==> src/rtl/sort_div_pkg.sv <==
// Shared types and constants for the serial sort/divide engine.
package sort_div_pkg;

  typedef enum logic [2:0] {
    IDLE,
    LOAD,
    BUILD,
    DIVIDE,
    OUTPUT
  } state_t;

  localparam logic [3:0] EXCESS_OFS = 4'd3;
  localparam logic [3:0] MIN_CODE   = 4'd3;
  localparam logic [3:0] MAX_CODE   = 4'd12;

  // True when an excess-3 code maps to a decimal digit 0..9.
  function automatic logic is_legal(input logic [3:0] code);
    return (code >= MIN_CODE) && (code <= MAX_CODE);
  endfunction

endpackage

==> src/rtl/seq_divider.sv <==
// Restoring divider: DVD_W-bit dividend by 4-bit divisor, one quotient bit per cycle.
// The start cycle already performs the first step, so done pulses DVD_W cycles
// after start. A zero divisor naturally produces an all-ones quotient.
module seq_divider #(
  parameter int unsigned DVD_W = 10
) (
  input  logic             clk,
  input  logic             rst,
  input  logic             start,
  input  logic [DVD_W-1:0] dividend,
  input  logic [3:0]       divisor,
  output logic             busy,
  output logic             done,
  output logic [DVD_W-1:0] quotient,
  output logic [3:0]       remainder
);

  localparam int unsigned CW = $clog2(DVD_W + 1);

  logic [CW-1:0]    cnt;
  logic [DVD_W-1:0] src_q;
  logic [3:0]       src_r;
  logic [4:0]       trial;
  logic [4:0]       diff;
  logic             fits;

  // One restoring step; on start the operands come straight from the inputs.
  always_comb begin
    src_q = start ? dividend : quotient;
    src_r = start ? '0 : remainder;
    trial = {src_r, src_q[DVD_W-1]};
    fits  = trial >= {1'b0, divisor};
    diff  = fits ? (trial - {1'b0, divisor}) : trial;
  end

  // Iteration registers and start/busy/done handshake.
  always_ff @(posedge clk or posedge rst) begin
    if (rst) begin
      quotient  <= '0;
      remainder <= '0;
      cnt       <= '0;
      busy      <= 1'b0;
      done      <= 1'b0;
    end else begin
      done <= 1'b0;
      if (start || busy) begin
        quotient  <= {src_q[DVD_W-2:0], fits};
        remainder <= diff[3:0];
      end
      if (start) begin
        cnt  <= CW'(DVD_W - 1);
        busy <= 1'b1;
      end else if (busy) begin
        cnt <= cnt - 1'b1;
        if (cnt == CW'(1)) begin
          busy <= 1'b0;
          done <= 1'b1;
        end
      end
    end
  end

endmodule

==> src/rtl/sort_div_serial.sv <==
// Serial excess-3 digit sorter / divider with fixed latency.
// Digits are insertion-sorted on arrival, the non-divisor digits are folded into a
// decimal dividend, divided by the digit at DIV_POS, and the quotient or remainder
// is shifted out MSB first.
module sort_div_serial #(
  parameter int unsigned N_DIGITS = 4,
  parameter int unsigned DIV_POS  = 1,
  parameter int unsigned DVD_W    = 10
) (
  input  logic       clk,
  input  logic       rst,
  input  logic       in_valid,
  input  logic [3:0] in_data,
  input  logic       in_mode,
  output logic       out_valid,
  output logic       out_data,
  output logic       out_err
);

  import sort_div_pkg::*;

  localparam int unsigned KW = $clog2(N_DIGITS + 1);
  localparam int unsigned BW = $clog2(DVD_W + 1);

  state_t state, state_nxt;

  logic [3:0]       digits     [N_DIGITS];
  logic [3:0]       sorted_nxt [N_DIGITS];
  logic [3:0]       shifted    [N_DIGITS];
  logic [KW-1:0]    nload;
  logic [KW-1:0]    filled;
  logic [KW-1:0]    bidx;
  logic [KW-1:0]    build_idx;
  logic [BW-1:0]    ocnt;
  logic             mode;
  logic             err;
  logic             capture;
  logic             ge;
  logic             prev_ge;
  logic [3:0]       in_digit;
  logic [3:0]       build_digit;
  logic [3:0]       divisor;
  logic [DVD_W-1:0] acc;
  logic [DVD_W-1:0] acc_nxt;
  logic [DVD_W-1:0] shreg;
  logic [DVD_W-1:0] result;

  logic             div_start;
  logic             div_busy;
  logic             div_done;
  logic [DVD_W-1:0] div_quot;
  logic [3:0]       div_rem;

  assign in_digit = is_legal(in_data) ? (in_data - EXCESS_OFS) : '0;
  assign divisor  = digits[DIV_POS];

  // State register.
  always_ff @(posedge clk or posedge rst) begin
    if (rst) state <= IDLE;
    else     state <= state_nxt;
  end

  // Next-state logic and per-cycle control strobes.
  // The divider is started in the last BUILD cycle on the combinational accumulator
  // value, so the DVD_W division steps end exactly as DIVIDE does.
  always_comb begin
    state_nxt = state;
    capture   = 1'b0;
    div_start = 1'b0;
    unique case (state)
      IDLE: begin
        if (in_valid) begin
          capture   = 1'b1;
          state_nxt = LOAD;
        end
      end
      LOAD: begin
        if (!in_valid) begin
          state_nxt = IDLE;
        end else begin
          capture = 1'b1;
          if (nload == KW'(N_DIGITS - 1)) state_nxt = BUILD;
        end
      end
      BUILD: begin
        if (bidx == KW'(N_DIGITS - 2)) begin
          div_start = !div_busy;
          state_nxt = DIVIDE;
        end
      end
      DIVIDE: begin
        if (div_done) state_nxt = OUTPUT;
      end
      OUTPUT: begin
        if (ocnt == BW'(DVD_W - 1)) state_nxt = IDLE;
      end
      default: state_nxt = IDLE;
    endcase
  end

  // Descending insertion: the new digit lands after every stored digit >= it,
  // which keeps equal digits in arrival order.
  always_comb begin
    filled     = (state == LOAD) ? nload : '0;
    shifted[0] = '0;
    for (int unsigned i = 1; i < N_DIGITS; i++) shifted[i] = digits[i-1];
    ge      = 1'b0;
    prev_ge = 1'b1;
    for (int unsigned i = 0; i < N_DIGITS; i++) begin
      ge = (KW'(i) < filled) && (digits[i] >= in_digit);
      if (ge)           sorted_nxt[i] = digits[i];
      else if (prev_ge) sorted_nxt[i] = in_digit;
      else              sorted_nxt[i] = shifted[i];
      prev_ge = ge;
    end
  end

  // Dividend accumulation, largest digit first, stepping over the divisor slot.
  always_comb begin
    build_idx   = (bidx < KW'(DIV_POS)) ? bidx : (bidx + 1'b1);
    build_digit = '0;
    for (int unsigned i = 0; i < N_DIGITS; i++)
      if (build_idx == KW'(i)) build_digit = digits[i];
    acc_nxt = (acc << 3) + (acc << 1) + DVD_W'(build_digit);
  end

  // Result selection: illegal input or zero divisor saturates to all-ones.
  always_comb begin
    if (err || (divisor == '0)) result = '1;
    else if (mode)              result = DVD_W'(div_rem);
    else                        result = div_quot;
  end

  // Digit store, transaction flags, accumulator and output shifter.
  always_ff @(posedge clk or posedge rst) begin
    if (rst) begin
      digits <= '{default: '0};
      nload  <= '0;
      bidx   <= '0;
      ocnt   <= '0;
      mode   <= 1'b0;
      err    <= 1'b0;
      acc    <= '0;
      shreg  <= '0;
    end else begin
      if (capture) begin
        digits <= sorted_nxt;
        nload  <= (state == IDLE) ? KW'(1) : (nload + 1'b1);
        if (state == IDLE) begin
          mode <= in_mode;
          err  <= !is_legal(in_data);
        end else begin
          err  <= err | !is_legal(in_data);
        end
      end
      if (state == BUILD) begin
        acc  <= acc_nxt;
        bidx <= bidx + 1'b1;
      end else begin
        acc  <= '0;
        bidx <= '0;
      end
      if (state == DIVIDE && div_done) begin
        shreg <= result;
        ocnt  <= '0;
      end else if (state == OUTPUT) begin
        shreg <= {shreg[DVD_W-2:0], 1'b0};
        ocnt  <= ocnt + 1'b1;
      end
    end
  end

  seq_divider #(.DVD_W(DVD_W)) u_div (
    .clk       (clk),
    .rst       (rst),
    .start     (div_start),
    .dividend  (acc_nxt),
    .divisor   (divisor),
    .busy      (div_busy),
    .done      (div_done),
    .quotient  (div_quot),
    .remainder (div_rem)
  );

  assign out_valid = (state == OUTPUT);
  assign out_data  = out_valid & shreg[DVD_W-1];
  assign out_err   = out_valid & err;

endmodule

==> config.mk <==
export PLATFORM = sky130hd
export DESIGN_NAME = sort_div_serial
export DESIGN_NICKNAME = d
export VERILOG_FILES = /design/src/rtl/sort_div_pkg.sv /design/src/rtl/seq_divider.sv /design/src/rtl/sort_div_serial.sv
export SDC_FILE = /design/constraint.sdc
export NUM_CORES = 1
export LEC_CHECK = 0
export CAP_MARGIN = 10
export CORE_ASPECT_RATIO = 2
export CORE_MARGIN = 2
export CORE_UTILIZATION = 61
export DETAILED_ROUTE_END_ITERATION = 6
export GPL_TIMING_DRIVEN = 0
export PLACE_DENSITY = 0.86
export REMOVE_ABC_BUFFERS = 1
export SETUP_SLACK_MARGIN = 0.4
export SLEW_MARGIN = 15
export SYNTH_ARGS = -nofsm -noshare
export SYNTH_HDL_FRONTEND = slang
export SYNTH_SLANG_ARGS = --single-unit
==> constraint.sdc <==
create_clock -name clk -period 5.56 [get_ports clk]
set_input_delay 0.834 -clock clk [delete_from_list [all_inputs] [get_ports clk]]
set_output_delay 0.834 -clock clk [all_outputs]
set_load 0.02 [all_outputs]
* Word level (Yosys, flattened, before mapping) *
Cells that the tools add are included.

word-level totals
  bits in registers = 70
  latch bits = 0
  RAM bits = 0
  ROM bits = 0
  input bits = 8
  memories = 0

cells by class
  add/sub/neg operators = 8
  multipliers = 0
  div/mod/pow operators = 0
  order comparisons = 12
  eq/ne operators = 16
  shift-type cells = 0
  multiplexer cells = 42
  bitwise gates (word level) = 7
  reductions and logical operators = 22

operators by type and width
  kind                                                                number
  2-to-1 mux 4 bit                                                    14
  2-to-1 mux 10 bit                                                   5
  2-to-1 mux 3 bit                                                    10
  equality test 3 x 2 -> 1 bit (second input constant)                6
  greater-or-equal comparator 4 bit                                   4
  one-hot mux 3 bit (5 select lines)                                  1
  2-to-1 mux 1 bit                                                    11
  adder 10 bit                                                        1
  adder 10 x 4 -> 10 bit                                              1
  AND reduction 2 bit                                                 5
  2-to-1 mux 9 bit                                                    1
  adder 3 x 1 -> 3 bit (second input constant)                        2
  equality test 3 x 1 -> 1 bit (second input constant)                2
  logical AND 1 bit                                                   6
  zero test 3 bit                                                     2
  < comparator 1 x 3 -> 1 bit (first input constant)                  2
  < comparator 2 x 3 -> 1 bit (first input constant)                  2
  greater-or-equal comparator 5 x 4 -> 1 bit                          1
  AND reduction 5 bit                                                 1
  adder 4 x 1 -> 4 bit (second input constant)                        1
  equality test 4 x 1 -> 1 bit (second input constant)                1
  equality test 4 bit (second input constant)                         1
  greater-or-equal comparator 4 x 2 -> 1 bit (second input constant)  1
  <= comparator 4 bit (second input constant)                         1
  16 further kinds                                                    25

* Logic depth before layout (Yosys ltp) *
  word-level depth = 11
  depth in mapped cells = 22

* Modules after synthesis *
A second synthesis with hierarchy kept.

unflattened totals
  cell total of the unflattened synthesis = 458
  area total of the unflattened synthesis = 4620.7 um2

by module, submodules not included
  module           times used  cells an instance  area each (um2)  seq. area each (um2)
  sort_div_serial  1           340                3458.3           1251.2
  seq_divider      1           118                1162.4           500.5

* Worst setup path before layout *
Ideal clock, no wire load.

  kind = reg2reg
  start point = register bidx[0]
  end point = register u_div.remainder[2]
  setup time = 0.126 ns
  data arrival time = 4.327 ns
  required time = 5.434 ns
  path slack = 1.107 ns
  cell stages (with the launch flop) = 23
  buffers on the path = 0
  clock period less this slack = 4.453 ns
  cell sequence = dfrtp_1 ha_1 nor3b_1 a21oi_1 nor3b_1 a221oi_1 nor3_1 a21oi_1 fa_1 inv_1 ha_1 nand3_1 a21oi_1 and3b_1 xnor2_1 a21oi_1 ha_1 nor2b_1 o21a_1 o21ai_0 and2_4 mux2i_1 a221o_1

on the way
  word-level cells in the longest chain between the ends = 11
  elaborated cells between the ends (all ways) = 21
  those cells by class = add/sub (3); order compare (2); eq/ne (4); mux (10); reduce/logical (2)

RTL lines
  item                                                                            RTL line                              RTL
  from (decl)                                                                     sort_div_serial.sv:32                 logic [KW-1:0] bidx;
  from (signal assigned)                                                          sort_div_serial.sv:158                bidx <= bidx + 1'b1;
  adder 3 x 1 -> 3 bit or < comparator 3 x 1 -> 1 bit (tied branches)             sort_div_serial.sv:120                build_idx = (bidx < KW'(DIV_POS)) ? bidx : (bidx + 1'b1);
  2-to-1 mux 3 bit                                                                sort_div_serial.sv:120
  zero test 3 bit                                                                 sort_div_serial.sv:123                if (build_idx == KW'(i)) build_digit = digits[i];
  2-to-1 mux 4 bit (4 in a row)                                                   sort_div_serial.sv:123
  adder 10 x 4 -> 10 bit                                                          sort_div_serial.sv:124                acc_nxt = (acc << 3) + (acc << 1) + DVD_W'(build_digit);
  2-to-1 mux 10 bit                                                               seq_divider.sv:29                     src_q = start ? dividend : quotient;
  subtractor 4 bit or greater-or-equal comparator 5 x 4 -> 1 bit (tied branches)  seq_divider.sv:33, seq_divider.sv:32
  2-to-1 mux 4 bit                                                                seq_divider.sv:33                     diff = fits ? (trial - {1'b0, divisor}) : trial;
  to (signal assigned)                                                            seq_divider.sv:48                     remainder <= diff[3:0];
  to (decl)                                                                       seq_divider.sv:15                     output logic [3:0] remainder

Several ways; a longest one is shown, not always the timed one.
A chain may end at the register's enable or synchronous reset.

* Worst setup path in the final report *
Same ends and word-level chain as after synthesis.

==> flow_summary_export.csv <==
group,metric,value,unit
clock_tree,numCtsBuffers,9,
die,ios,11,
logic_synthesis,yosysSeqAreaShare,38.89,%
timing,setup_viol,0,
logic_synthesis,synth_area,4504,um^2
timing,rsz0062_at_grt,"no",
timing,hold_violations,0,
clock_tree,clk_transition_reported_paths,0.06,ns
worst_hold_path,hold_path.class,"reg2reg",
route,initialDrtViolationCount,235,
placed_design,dp.final_hpwl,7649,um
placed_design,numPortBuffers,10,
cells_and_area,fin_nets,527,
die,die_height,125.5,um
critical_path,cp_data_arrival_time,5.13,ns
critical_path,crit_path_start_kind,"flip-flop",
timing,slew_violations,0,
timing,setup_tns,0,ns
timing,min_period,4.909,ns
timing,fin_skew,0.01028,ns
logic_synthesis,ys_types,61,
die,rows,44,
global_route,grt_first_pass_wirelength,18060,um
route,drt_first_pass_iters,4,
die,core,7212,um^2
timing,period_share,88.28,%
logic_synthesis,yosysWarnings,0,
critical_path,cp_data_required_time,5.78,ns
cells_and_area,regArea,1754,um^2
outcome,outcome,"finished, final reports clean",
route,drc_errors,0,
logic_synthesis,synth_edf_count,0,
logic_synthesis,synth_ff_type,"dfrtp_1",
clock_tree,insertion_delay,0.34,ns
clock_tree,cts_htree_levels,3,
logic_synthesis,syn_area_per_cell,9.645,um^2
route,wl_per_cell,18.76,um
logic_synthesis,synth_compound_area_share,15.44,%
global_route,antenna_found_initial,0,
global_route,grt_max_degree,42,
power_and_ir_drop,power_leakage,2.398,nW
cells_and_area,area_growth,10.86,%
logic_synthesis,synthMuxAreaShare,7.472,%
cells_and_area,utilization,69.24,%
critical_path,crit_fanout,8,
cells_and_area,fin_area,4994,um^2
timing,max_freq,203.7,MHz
logic_synthesis,yosys.area_share.adder,13.83,%
route,ant_nets,0,
power_and_ir_drop,power,2.495,mW
clock_tree,cts_tree,"built",
power_and_ir_drop,vdd_drop_max,0.0003239,V
route,wl,10650,um
logic_synthesis,synth_top_family_by_area,"simple AND/OR/NAND/NOR gates",
logic_synthesis,yosysMostFrequentCell,"dfrtp_1",
timing,worst_slew_pin_slew,0.9841,ns
route,viasPerCell,6.312,
cells_and_area,n_antenna_cell,0,
logic_synthesis,synth_commonest_cells,"dfrtp_1 (70), nand2_1 (56), ha_1 (45)",
logic_synthesis,synth_top_area_share,38.89,%
clock_tree,root_buffer,"clkbuf_16",
run,maxCapViolations,0,
clock_tree,cts_sinks,70,
placed_design,placed_cells,551,
logic_synthesis,synthXorXnorAreaFrac,2.722,%
cells_and_area,n_fill_cell,539,
logic_synthesis,async_reset_ff_share,100.0,%
logic_synthesis,synthTopCellsByArea,"dfrtp_1 (39%), ha_1 (13%), nand2_1 (4.7%)",
route,routed-via-count,3585,
logic_synthesis,synth_top_area_cell,"dfrtp_1",
clock_tree,clockBufferDepth,2,
cells_and_area,finalNonFillerCells,568,
cells_and_area,drive_gt1_share,10.29,%
logic_synthesis,synthSimpleGateAreaFrac,16.94,%
global_route,first_global_vias,3920,
placed_design,place.gp.congestion,0.9256,
die,die_area,8129,um^2
logic_synthesis,ys_seq_elements,70,
global_route,grt.total_usage,29.27,%
logic_synthesis,synth_cells,467,
die,initial_core_util,62.46,%
power_and_ir_drop,power_per_cell_area,499.7,nW/um^2
timing,slew_headroom,34.15,%
critical_path,endpoint_kind,"flip-flop",
die,die_w,64.76,um
cells_and_area,multi_input_area,2562,um^2
placed_design,placed_area,4647,um^2
global_route,grt_overflow,0,
critical_path,setup.worst_path.class,"reg2reg",
## power by group
| group | switching, mW | internal, mW | leakage (nW) | total (mW) |
|---|---|---|---|---|
| logic | 0.550 | 0.460 | 1.32 | 1.01 |
| clock network | 0.223 | 0.392 | 0.152 | 0.614 |
| registers | 0.205 | 0.666 | 0.923 | 0.871 |
## cell type report
class	count	share of cell area, %
multi-input combinational	347	51.32
sequential	70	35.13
clock buffer	10	4.585
timing repair buffer	12	2.556
inverter	31	2.380
tap	92	2.305
clock inverter	6	1.729
## metrics by stage
step / worst slack (ns) / hold WS [ns]
2_1_floorplan: 1.108 / 0.4606
3_3_place_gp: 0.4195 / 0.4862
3_5_place_dp: 0.2332 / 0.4825
4_1_cts: 0.4747 / 0.4963
5_1_grt: 0.3774 / 0.5401
6_report: 0.6515 / 0.5028
## critical path, cell delays in order, from the launching register on
cell	delay [ns]
dfrtp_2	0.46
ha_2	0.24
mux2_1	0.31
o21ai_0	0.20
and2_4	0.21
a221oi_1	0.10
nor3_1	0.19
a21oi_1	0.09
fa_1	0.54
inv_1	0.06
ha_1	0.27
nand3_1	0.11
a21oi_1	0.13
and3b_1	0.21
xnor2_2	0.21
a21oi_1	0.11
ha_1	0.30
a41o_1	0.27
a21oi_2	0.19
and2_4	0.21
mux2i_1	0.08
a221o_1	0.30
## routing by layer
layer / vias to the layer above / routed length [um] / global-route usage [%] / part of all wire [%]
met1: 1767 / 3557 / 27.73 / 33
met2: 111 / 5931 / 51.67 / 56
met3: 48 / 368 / 5.755 / 3.5
met4: 0 / 795 / 24.53 / 7.5
met5: - / 0 / 0 / 0
li1: 1659 / - / - / -
## sequential cells by signal (all words and copies together), names as in the netlist
name	cells
ocnt	4
shreg	10
bidx	3
divisor	4
u_div.remainder	4
u_div.quotient	10
u_div.done	1
acc	9
state	3
digits	12
nload	3
mode	1
u_div.cnt	4
err	1
u_div.busy	1
## path summary, 6_finish.rpt
path / start / end / slack, ns / cells past startpoint
max reg2reg: bidx[0] / u_div.remainder[2] / 0.65 / 21
min: u_div.quotient[3] / u_div.quotient[3] / 0.50 / 2
min reg2reg: u_div.quotient[3] / u_div.quotient[3] / 0.50 / 2
max in group asynchronous: rst / bidx[1] / 4.13 / 3
min in group asynchronous: rst / divisor[0] / 0.84 / 2
max: bidx[0] / u_div.remainder[2] / 0.65 / 21
## cells by family after synthesis
logic type | Yosys count
and+or+nand+nor | 150
AOI/OAI and AO/OA | 104
DFF | 70
buffers and inverters | 50
adders and majority gates | 48
muxes | 31
xor gates and xnor gates | 14
## cells in the final DEF (no fill, tap or decap), drive strengths merged, types with 3 or more instances in the layout
cell,n
a2111oi,4
a21o,3
a21oi,21
a221o,5
a22oi,9
a31oi,11
and2,10
and3,3
clkbuf,10
clkdlybuf4s50,10
clkinv,3
dfrtp,70
fa,3
ha,45
inv,31
mux2,12
mux2i,19
nand2,57
nand3,5
nor2,28
nor2b,19
nor3,11
nor3b,6
o21a,4
o21ai,28
o21bai,3
o22ai,3
xnor2,8
xor2,6
## repair_timing
| item | in CTS | in global routing |
|---|---|---|
| gates cloned | 0 | 0 |
| resized for setup | 3 | 6 |
| hold buffers | 0 | 0 |
| pin swaps | 0 | 2 |
| setup buffers | 0 | 1 |
| endpoints found under the setup margin | 4 | 4 |
| hold endpoints to repair | 0 | 0 |
Note: power is estimated with default switching activity, not from simulation.
